File: src/rtl/video_overlay_pkg.sv
// rtl/video_overlay_pkg.sv - shared record layout, types and saturating pad helpers for the box overlay
package video_overlay_pkg;

   localparam int XW = 11;
   localparam int YW = 10;

   // field offsets of one {flag,ymax,xmax,ymin,xmin} slot record, LSB first
   localparam int XMIN_LSB = 0;
   localparam int YMIN_LSB = XMIN_LSB + XW;
   localparam int XMAX_LSB = YMIN_LSB + YW;
   localparam int YMAX_LSB = XMAX_LSB + XW;
   localparam int FLAG_LSB = YMAX_LSB + YW;
   localparam int REC_W    = FLAG_LSB + 1;

   // padded coordinates are compared in a wider width so that edge+THICK never wraps
   localparam int CW = 16;

   typedef struct packed {
      logic          flag;
      logic [YW-1:0] ymax;
      logic [XW-1:0] xmax;
      logic [YW-1:0] ymin;
      logic [XW-1:0] xmin;
   } box_t;

   typedef struct packed {
      logic [7:0] r;
      logic [7:0] g;
      logic [7:0] b;
   } rgb_t;

   function automatic logic [CW-1:0] pad_lo(input logic [CW-1:0] v, input logic [CW-1:0] pad);
      return (v > pad) ? (v - pad) : '0;
   endfunction

   function automatic logic [CW-1:0] pad_hi(input logic [CW-1:0] v, input logic [CW-1:0] pad,
                                            input logic [CW-1:0] lim);
      return (v < lim - pad) ? (v + pad) : lim;
   endfunction

endpackage

File: src/rtl/box_edge_hit.sv
// rtl/box_edge_hit.sv - combinational test of one pixel against one padded box outline
module box_edge_hit
   import video_overlay_pkg::*;
#(
   parameter int IMG_HDISP = 1280,
   parameter int IMG_VDISP = 720,
   parameter int PAD_X     = 50,
   parameter int PAD_Y     = 20,
   parameter int THICK     = 2
)(
   input  logic [XW-1:0] x_i,
   input  logic [YW-1:0] y_i,
   input  box_t          box_i,
   output logic          hit_o
);

   logic [CW-1:0] l, r, u, d, x, y, t;
   logic          valid, in_rect, on_edge;

   // padded, clamped rectangle and the pixel widened to the compare width
   always_comb begin
      l = pad_lo(CW'(box_i.xmin), CW'(PAD_X));
      r = pad_hi(CW'(box_i.xmax), CW'(PAD_X), CW'(IMG_HDISP - 1));
      u = pad_lo(CW'(box_i.ymin), CW'(PAD_Y));
      d = pad_hi(CW'(box_i.ymax), CW'(PAD_Y), CW'(IMG_VDISP - 1));
      x = CW'(x_i);
      y = CW'(y_i);
      t = CW'(THICK);
   end

   assign valid   = box_i.flag & (box_i.xmin <= box_i.xmax) & (box_i.ymin <= box_i.ymax);
   assign in_rect = (x >= l) & (x <= r) & (y >= u) & (y <= d);
   // x > r-t written as x+t > r so a narrow box near 0 cannot underflow
   assign on_edge = (x < l + t) | (x + t > r) | (y < u + t) | (y + t > d);
   assign hit_o   = valid & in_rect & on_edge;

endmodule

File: src/rtl/video_multi_box_overlay.sv
// rtl/video_multi_box_overlay.sv - draws NUM_BOX padded box outlines onto an RGB888 stream, 2-cycle latency
module video_multi_box_overlay
   import video_overlay_pkg::*;
#(
   parameter int                    NUM_BOX   = 4,
   parameter int                    IMG_HDISP = 1280,
   parameter int                    IMG_VDISP = 720,
   parameter int                    PAD_X     = 50,
   parameter int                    PAD_Y     = 20,
   parameter int                    THICK     = 2,
   parameter logic [NUM_BOX*24-1:0] BOX_COLOR = {NUM_BOX{24'hFF0000}}
)(
   input  logic                     clk,
   input  logic                     rst,
   input  logic                     overlay_en,
   input  logic                     per_frame_vsync,
   input  logic                     per_frame_href,
   input  logic                     per_frame_clken,
   input  logic [7:0]               per_img_red,
   input  logic [7:0]               per_img_green,
   input  logic [7:0]               per_img_blue,
   input  logic [NUM_BOX*REC_W-1:0] target_pos,
   output logic                     post_frame_vsync,
   output logic                     post_frame_href,
   output logic                     post_frame_clken,
   output logic [7:0]               post_img_red,
   output logic [7:0]               post_img_green,
   output logic [7:0]               post_img_blue,
   output logic                     line_err
);

   logic                     vsync_prev_q, href_prev_q;
   logic                     vs_rise, href_fall;
   logic [XW-1:0]            x_cnt_q, x_cnt_d;
   logic [YW-1:0]            y_cnt_q, y_cnt_d;
   logic [NUM_BOX*REC_W-1:0] shadow_q, box_src;
   logic [NUM_BOX-1:0]       hit_c, hit_q;
   rgb_t                     pix1_q, out_q, out_d;
   logic                     vs1_q, hr1_q, ce1_q;
   logic                     vs2_q, hr2_q, ce2_q;
   logic                     line_err_q;

   assign vs_rise   = per_frame_vsync & ~vsync_prev_q;
   assign href_fall = ~per_frame_href & href_prev_q;
   // the pixel that coincides with the vsync rise already sees the new boxes
   assign box_src   = vs_rise ? target_pos : shadow_q;

   // coordinate of the current clken pixel; y saturates on the last line
   always_comb begin
      x_cnt_d = x_cnt_q;
      y_cnt_d = y_cnt_q;
      if (!per_frame_vsync) begin
         x_cnt_d = '0;
         y_cnt_d = '0;
      end else if (href_fall) begin
         x_cnt_d = '0;
      end else if (per_frame_clken) begin
         if (x_cnt_q == XW'(IMG_HDISP - 1)) begin
            x_cnt_d = '0;
            if (y_cnt_q != YW'(IMG_VDISP - 1)) y_cnt_d = y_cnt_q + 1'b1;
         end else begin
            x_cnt_d = x_cnt_q + 1'b1;
         end
      end
   end

   // edge detectors, counters, per-frame shadow capture and short-line flag
   always_ff @(posedge clk or posedge rst) begin
      if (rst) begin
         // prev vsync starts high so a reset inside a frame does not look like a new frame
         vsync_prev_q <= 1'b1;
         href_prev_q  <= 1'b0;
         x_cnt_q      <= '0;
         y_cnt_q      <= '0;
         shadow_q     <= '0;
         line_err_q   <= 1'b0;
      end else begin
         vsync_prev_q <= per_frame_vsync;
         href_prev_q  <= per_frame_href;
         x_cnt_q      <= x_cnt_d;
         y_cnt_q      <= y_cnt_d;
         if (vs_rise) shadow_q <= target_pos;
         line_err_q   <= href_fall & (x_cnt_q != '0);
      end
   end

   for (genvar i = 0; i < NUM_BOX; i++) begin : g_box
      logic [REC_W-1:0] rec;
      box_t             slot_box;
      assign rec      = box_src[i*REC_W +: REC_W];
      assign slot_box = {rec[FLAG_LSB], rec[YMAX_LSB +: YW], rec[XMAX_LSB +: XW],
                         rec[YMIN_LSB +: YW], rec[XMIN_LSB +: XW]};
      box_edge_hit #(
         .IMG_HDISP (IMG_HDISP),
         .IMG_VDISP (IMG_VDISP),
         .PAD_X     (PAD_X),
         .PAD_Y     (PAD_Y),
         .THICK     (THICK)
      ) u_hit (
         .x_i   (x_cnt_q),
         .y_i   (y_cnt_q),
         .box_i (slot_box),
         .hit_o (hit_c[i])
      );
   end

   // stage 1: hit bits (only for real pixels), pixel and syncs
   always_ff @(posedge clk or posedge rst) begin
      if (rst) begin
         hit_q  <= '0;
         pix1_q <= '0;
         vs1_q  <= 1'b0;
         hr1_q  <= 1'b0;
         ce1_q  <= 1'b0;
      end else begin
         hit_q  <= per_frame_clken ? hit_c : '0;
         pix1_q <= {per_img_red, per_img_green, per_img_blue};
         vs1_q  <= per_frame_vsync;
         hr1_q  <= per_frame_href;
         ce1_q  <= per_frame_clken;
      end
   end

   // lowest-index hitting slot wins, scanned high to low so slot 0 is applied last
   always_comb begin
      out_d = pix1_q;
      if (overlay_en) begin
         for (int i = NUM_BOX - 1; i >= 0; i--) begin
            if (hit_q[i]) out_d = BOX_COLOR[i*24 +: 24];
         end
      end
   end

   // stage 2: registered output pixel and syncs
   always_ff @(posedge clk or posedge rst) begin
      if (rst) begin
         out_q <= '0;
         vs2_q <= 1'b0;
         hr2_q <= 1'b0;
         ce2_q <= 1'b0;
      end else begin
         out_q <= out_d;
         vs2_q <= vs1_q;
         hr2_q <= hr1_q;
         ce2_q <= ce1_q;
      end
   end

   assign post_frame_vsync = vs2_q;
   assign post_frame_href  = hr2_q;
   assign post_frame_clken = ce2_q;
   assign post_img_red     = out_q.r;
   assign post_img_green   = out_q.g;
   assign post_img_blue    = out_q.b;
   assign line_err         = line_err_q;

endmodule

File: config.mk
export PLATFORM = sky130hd
export DESIGN_NAME = video_multi_box_overlay
export DESIGN_NICKNAME = d
export VERILOG_FILES = /design/src/rtl/video_overlay_pkg.sv /design/src/rtl/box_edge_hit.sv /design/src/rtl/video_multi_box_overlay.sv
export SDC_FILE = /design/constraint.sdc
export NUM_CORES = 1
export LEC_CHECK = 0
export CORE_ASPECT_RATIO = 1.25
export CORE_MARGIN = 4
export CORE_UTILIZATION = 61
export CTS_BUF_LIST = sky130_fd_sc_hd__clkbuf_4
export CTS_CLUSTER_SIZE = 24
export DETAILED_ROUTE_END_ITERATION = 12
export PLACE_DENSITY = 0.84
export SLEW_MARGIN = 20
export SYNTH_ARGS = -nofsm -noshare
export SYNTH_HDL_FRONTEND = slang
export SYNTH_SLANG_ARGS = --single-unit
File: constraint.sdc
create_clock -name clk -period 8.9 [get_ports clk]
set_input_delay 0.89 -clock clk [delete_from_list [all_inputs] [get_ports clk]]
set_output_delay 0.89 -clock clk [all_outputs]
set_load 0.1 [all_outputs]
# Word-level counts from Yosys, hierarchy flattened
# Index checks and enable logic that the tools add are counted.
# classes
n_lt_le_gt_ge	56
add_sub_neg	28
n_reduce_logical	2
n_bitwise	45
n_mux	32
n_eq_ne	7
# op_table
cell	n
$mux 16	16
$mux 172	1
$add 16x2->16 const B	8
$gt 16x16->1	8
$mux 24	5
$ge 10x16->1	4
$ge 11x16->1	4
$le 10x16->1	4
$le 11x16->1	4
$lt 10x16->1	4
$lt 11x16->1	4
$mux 10	5
$add 11x6->12 const B	4
$sub 11x6->12 const B	4
$add 10x5->11 const B	4
$gt 11x6->1 const B	4
$le 11x11->1	4
$lt 11x11->1 const B	4
$mux 11	4
$sub 10x5->11 const B	4
$gt 10x5->1 const B	4
$le 10x10->1	4
$lt 10x10->1 const B	4
$and 1x1->1	31
14 further kinds	28
# totals
output_inout_bits	28
in_bits	202
register_bits	253
elab_cells	188

# Longest topological paths before layout
# logic_depth
word_depth	12
depth_mapped	27
mapped_depth_nobuf	19

# Hierarchy
# Synthesis repeated with hierarchy kept, for this count alone.
# unflattened
cells_unflattened	2635
hier_area_um2	24487.2
# modules_own_cells
module	instances	seq_area_each_um2	cells_each	area_per_inst_um2
video_multi_box_overlay	1	6332.3	610	9344.0
box_edge_hit at g_box[1].u_hit ...	2	0.0	498	3779.9
box_edge_hit at g_box[0].u_hit	1	0.0	519	3832.4
box_edge_hit at g_box[3].u_hit	1	0.0	510	3751.1

# Worst setup path before layout
# No wires, ideal clock.
# synth_path
path_kind	in2reg
startpoint	input per_frame_vsync
endpoint	register hit_q[0]
t_required_ps	8806
setup_slack_ps	3877
t_arrival_ps	4930
setup_ps	94
n_path_buf	7
path_stages	25
cell_sequence	nand2b_1 buf_6 buf_8 buf_8 buf_12 buf_12 buf_8 buf_6 mux2i_1 inv_1 ha_1 a31oi_1 o31ai_1 a21oi_1 o21ai_0 ha_1 a21o_1 a21o_1 a21o_1 a21o_1 a221oi_1 a21oi_1 nor4_1 nand3_1 a211oi_1
# synth_between
word_cells_on_any_way	37
cone_classes	add/sub (6); order compare (14); mux (6); bitwise (11)
# synth_lines
item	line_no	rtl
start, declared	video_multi_box_overlay.sv:16	input logic per_frame_vsync,
$and 1x1->1 *	video_multi_box_overlay.sv:43	assign vs_rise = per_frame_vsync & ~vsync_prev_q;
$mux 172 *	--	
named net box_src[34]	video_multi_box_overlay.sv:36	logic [NUM_BOX*REC_W-1:0] shadow_q, box_src;
$add 10x5->11 or $lt 10x10->1 (tied branches)	video_overlay_pkg.sv:38	return (v < lim - pad) ? (v + pad) : lim;
$mux 16	video_overlay_pkg.sv:38	
$le 10x16->1	box_edge_hit.sv:32	assign in_rect = (x >= l) & (x <= r) & (y >= u) & (y <= d);
$and 1x1->1	box_edge_hit.sv:32	
$and 1x1->1	box_edge_hit.sv:35	assign hit_o = valid & in_rect & on_edge;
$and 1x1->1 *	box_edge_hit.sv:35	
$mux 4 *	video_multi_box_overlay.sv:116	hit_q <= per_frame_clken ? hit_c : '0;
end signal, assigned	video_multi_box_overlay.sv:116	
end, declared	video_multi_box_overlay.sv:37	logic [NUM_BOX-1:0] hit_c, hit_q;
# Mark *: on every way through the listed nets, which the timed path passes. The rest lies on a longest branch.
# A chain may end at the register's enable or synchronous reset.

# Worst setup path after layout
# layout_path
startpoint	input per_frame_vsync
endpoint	register hit_q[0]
# layout_between
word_cells_on_any_way	37
cone_classes	add/sub (6); order compare (14); mux (6); bitwise (11)
# layout_lines
item	line_no	rtl
$and 1x1->1 *	video_multi_box_overlay.sv:43	
$mux 172 *	--	
named net box_src[13]	video_multi_box_overlay.sv:36	
$sub 10x5->11 or $gt 10x5->1 (tied branches)	video_overlay_pkg.sv:33	return (v > pad) ? (v - pad) : '0;
$mux 16	video_overlay_pkg.sv:33	
$add 16x2->16 or $ge 10x16->1 (tied branches)	box_edge_hit.sv:34, box_edge_hit.sv:32	
$lt 10x16->1 or $and 1x1->1 (tied branches)	box_edge_hit.sv:34, box_edge_hit.sv:32	
$or 1x1->1 or $and 1x1->1 (tied branches)	box_edge_hit.sv:34, box_edge_hit.sv:32	
$or 1x1->1 or $and 1x1->1 (tied branches)	box_edge_hit.sv:34, box_edge_hit.sv:35	
$and 1x1->1 *	box_edge_hit.sv:35	
$mux 4 *	video_multi_box_overlay.sv:116	
# Marked as above.

==> results by group <==
Status
  – Status: finished clean

Die
  – Core area: 38400 um^2
  – Die Footprint: between 40000 and 50000 um^2
  – Horiz. Die Dim: 185 um
  – Starting density of the core: 0.622
  – I/O pin cnt: 230
  – FP Rows: 80
  – Die Span Y: between 200 and 250 um

Pwr
  – Design Power: between 0.004 and 0.005 W
  – Comb pwr share: 0.451
  – Clock share of power: 0.239
  – PwrDens: between 150 and 200 nW/um^2
  – LEAKAGE: 14.0 nW
  – P_int: 0.00255 W
  – Sequential share of power: 0.310
  – P_sw: between 0.0015 and 0.002 W
  – Worst VDD drop: between 0.1 and 0.15 mV
  – Fraction of power spent switching nets: 0.406

Clocking
  – CTS Buffer Depth: 3
  – H-tree Lvls: 3
  – Cts bufs inserted: 71
  – Clock Pin Slew Worst Setup and Hold Paths: 0.06 ns
  – TritonCTS clock tree: done
  – Skew-Pair Late Insertion Delay: 0.82 ns
  – Sink Count: 253
  – Post-CTS Resized: 0
  – Post-CTS Setup Repair Bufs: 0
  – Cts hold-fix bufs: 0
  – Root Driver: clkbuf_4

GRT
  – Total grt overflow: 0
  – Initial antenna violation count: 2
  – Largest net degree at the start of global routing: 122
  – Global-route wire length before repair: between 100000 and 150000 um
  – Number of global-route vias before repair: 22900
  – Gr usage total: 0.330

Worst setup path
  – Worst Path Arrival: around 6.5 ns
  – Reg2Reg Setup Slack: 3.21 ns
  – Crit path kind: in2reg
  – R2r endpoint: hit_q[0]$_DFF_PP0_
  – CP Capture Type: flop
  – R2R depth: 21
  – CP Launch Type: input port
  – CP max FO: 46
  – Worst path required time: roughly 9.6 ns
  – Worst r2r src: vsync_prev_q$_DFF_PP1_

Job
  – Maxcap violations: 0

Placement
  – Port bufs: 229
  – Hpwl dp: around 55000 um
  – Inst Count DP: 3401
  – Gpl congestion: 0.949

Timing
  – Final max-slew violation count: 0
  – RSZ-0062 raised after global routing: false
  – Slew HR: 0.260
  – Setup_tns: 0 ns
  – Final Hold Viols: 0
  – Slew @ Worst Pin: 1.10 ns
  – Final hold slack: 0.348 ns
  – Final Skew: 0.0542 ns
  – Final Critical Period: 5.74 ns
  – Final period util: 0.645
  – Finish-stage setup viols: 0
  – Achievable frequency: 174 MHz

Yosys
  – Synth Area per Inst: 8.81 um^2
  – Number of synthesized flops with an enable pin: 0
  – Synthesized flop and latch total: 253
  – Share of the synthesized area in the top cell type: 0.264
  – Post-Syn Area: 23900 um^2
  – Warnings, synthesis: 0
  – Distinct cells, synth: ~100
  – Yosys top cell by area: dfrtp_1
  – Cells after synthesis: 2716
  – Synth area leaders: dfrtp_1 (26%), ha_1 (22%), nand2_1 (4.9%)
  – Ys async rst share: 1.00
  – Register area share after synthesis: 0.265
  – Dominant synthesized flop cell: dfrtp_1

Drt
  – Drt pass-1 iters: 11
  – DRC violations left: 0
  – Vias: 21900
  – Drt total wl: 71000 um
  – Vias/cell: 6.21
  – Post-route ant nets: 0
  – Initial DRC Count: 1434
  – Drt wl/cell: 20.2 um

Worst hold path
  – HP Start: ce1_q$_DFF_PP0_
  – Worst hold path class: reg2reg
  – Hold depth: 0
  – Hold Crit Endpoint: post_frame_clken$_DFF_PP0_

Cells and area
  – Layout cell share with drive strength beyond 1: 0.0690
  – Post-Route Utilization: 0.713
  – Area Growth Syn to Fin: 14.6%
  – Layout Nets: about 3600
  – Final cell count without fillers: around 3500
worst max-delay path, cell delays in order:
cell,delay [ns]
clkdlybuf4s50_1,0.41
buf_4,0.22
nand2b_4,0.66
buf_4,0.50
buf_4,0.39
mux2i_1,0.32
inv_1,0.15
o2111a_1,0.17
o21ai_1,0.53
nand2_1,0.18
inv_1,0.11
ha_1,0.17
and3_1,0.19
and2_1,0.15
nand2_1,0.07
xnor2_1,0.13
ha_1,0.21
a211o_1,0.26
a21oi_1,0.12
o21ai_0,0.11
o2111ai_1,0.12
a21oi_1,0.11
a211oi_1,0.25
placed cells by master, fill, tap and decap left out, drive strengths merged, types with 9 or more instances in the layout:
cell,instances
xor2,32
nand2,315
a2111oi,12
a31oi,21
nand2b,45
o211ai,13
and3,26
o2111ai,12
xnor2,128
a21oi,151
o31ai,19
nor3,60
inv,207
and4,9
o21a,25
a21o,79
nor2,170
nor4,19
nor3b,11
o21ai,114
clkbuf,98
a21boi,10
nand4,33
nor2b,33
nand3,65
or2,13
a211oi,22
dfrtp,252
mux2i,126
or3,33
ha,414
o22ai,13
clkinv,17
mux2,15
and2,41
clkdlybuf4s50,229
buf,23
area by class of cell:
type	count	area, um^2
diodes	1	2.50
clock buffers	98	736
clock inverters	21	82.6
fillers	2995	11000
inverters	203	769
multi-input cells	2201	16400
flip-flops and latches	253	6330
well taps	492	616
repair buffers	252	2480
synthesized netlist by cell type, types with 8 or more instances:
library cell,number
mux2_2,14
mux2i_2,11
buf_4,9
nor2_1,168
or2_2,12
a21boi_0,8
clkbuf_1,17
nand3_1,64
nand2_1,310
a221oi_1,8
and3_1,26
nor4_1,18
ha_1,414
o2111ai_1,12
and4_1,8
o21ai_0,106
xor2_1,32
o31ai_1,19
nand2b_1,44
and2_1,40
o22ai_1,12
inv_1,201
a21o_1,79
o21bai_1,8
dfrtp_1,252
nor2b_1,33
a21oi_1,151
nor3b_1,10
o21a_1,24
o21ai_1,8
a31oi_1,20
buf_6,14
nand4_1,33
a211oi_1,20
or3_1,33
nor3_1,58
a2111oi_0,12
buf_2,15
mux2i_1,112
o211ai_1,13
xnor2_1,127
power by group through the flow:
stage	Combinational, W	Clock, W	Sequential [W]
after floorplan	0.00134	0	0.00138
after global placement	0.00182	0	0.00134
after detailed placement	0.00190	0	0.00135
after CTS	0.00192	0.00105	0.00133
after global routing	0.00216	0.00112	0.00134
final	0.00194	0.00103	0.00133
per-stage QoR:
stage / cell area (um^2) / setup WS (ns)
after detailed placement: 26600 / 2.40
after global placement: 26600 / 2.60
final: 27400 / 3.16
after global routing: 27400 / 2.74
after CTS: 27400 / 3.25
after floorplan: 24000 / 1.05
how the worst max path moves through the flow:
stage | startpoint | slack [ns] | depth (start not counted) | to
final | per_frame_vsync | 3.16 | 23 | hit_q[0]$_DFF_PP0_
after global routing | per_frame_vsync | 2.74 | 23 | hit_q[0]$_DFF_PP0_
after CTS | per_frame_vsync | 3.25 | 23 | hit_q[0]$_DFF_PP0_
after detailed placement | per_frame_vsync | 2.40 | 23 | hit_q[0]$_DFF_PP0_
after global placement | per_frame_vsync | 2.60 | 23 | hit_q[0]$_DFF_PP0_
after floorplan | rst | 1.05 | 1 | ce1_q$_DFF_PP0_
per-layer routing:
layer / track usage / part of all wire / up-vias
li1: - / - / 10300
met1: 0.373 / 0.38 / 10400
met2: 0.600 / 0.51 / 887
met3: 0.0498 / 0.064 / 237
met4: 0.162 / 0.046 / 0
met5: 0 / 0 / -
flip-flops by register name (all words and copies together), names as in the netlist, 4 cells and up:
name	count
post_img_green	8
x_cnt_q	11
pix1_q	24
post_img_blue	8
shadow_q	172
y_cnt_q	10
hit_q	4
post_img_red	8
kinds of logic (layout without fill, tap and decap cells):
group                    after synthesis  in the layout  share of synthesized area
multiplexers                         141            141                     0.0632
XOR/XNOR                             160            160                     0.0589
flip-flops                           253            253                      0.265
buffers and inverters                269            574                     0.0516
AO/OA/AOI/OAI                        567            567                      0.156
other                                  1              9                   0.000157
adder cells (fa/ha/maj)              421            421                      0.219
AND/OR/NAND/NOR                      904            904                      0.186
Note: power is estimated with default switching activity, not from simulation.
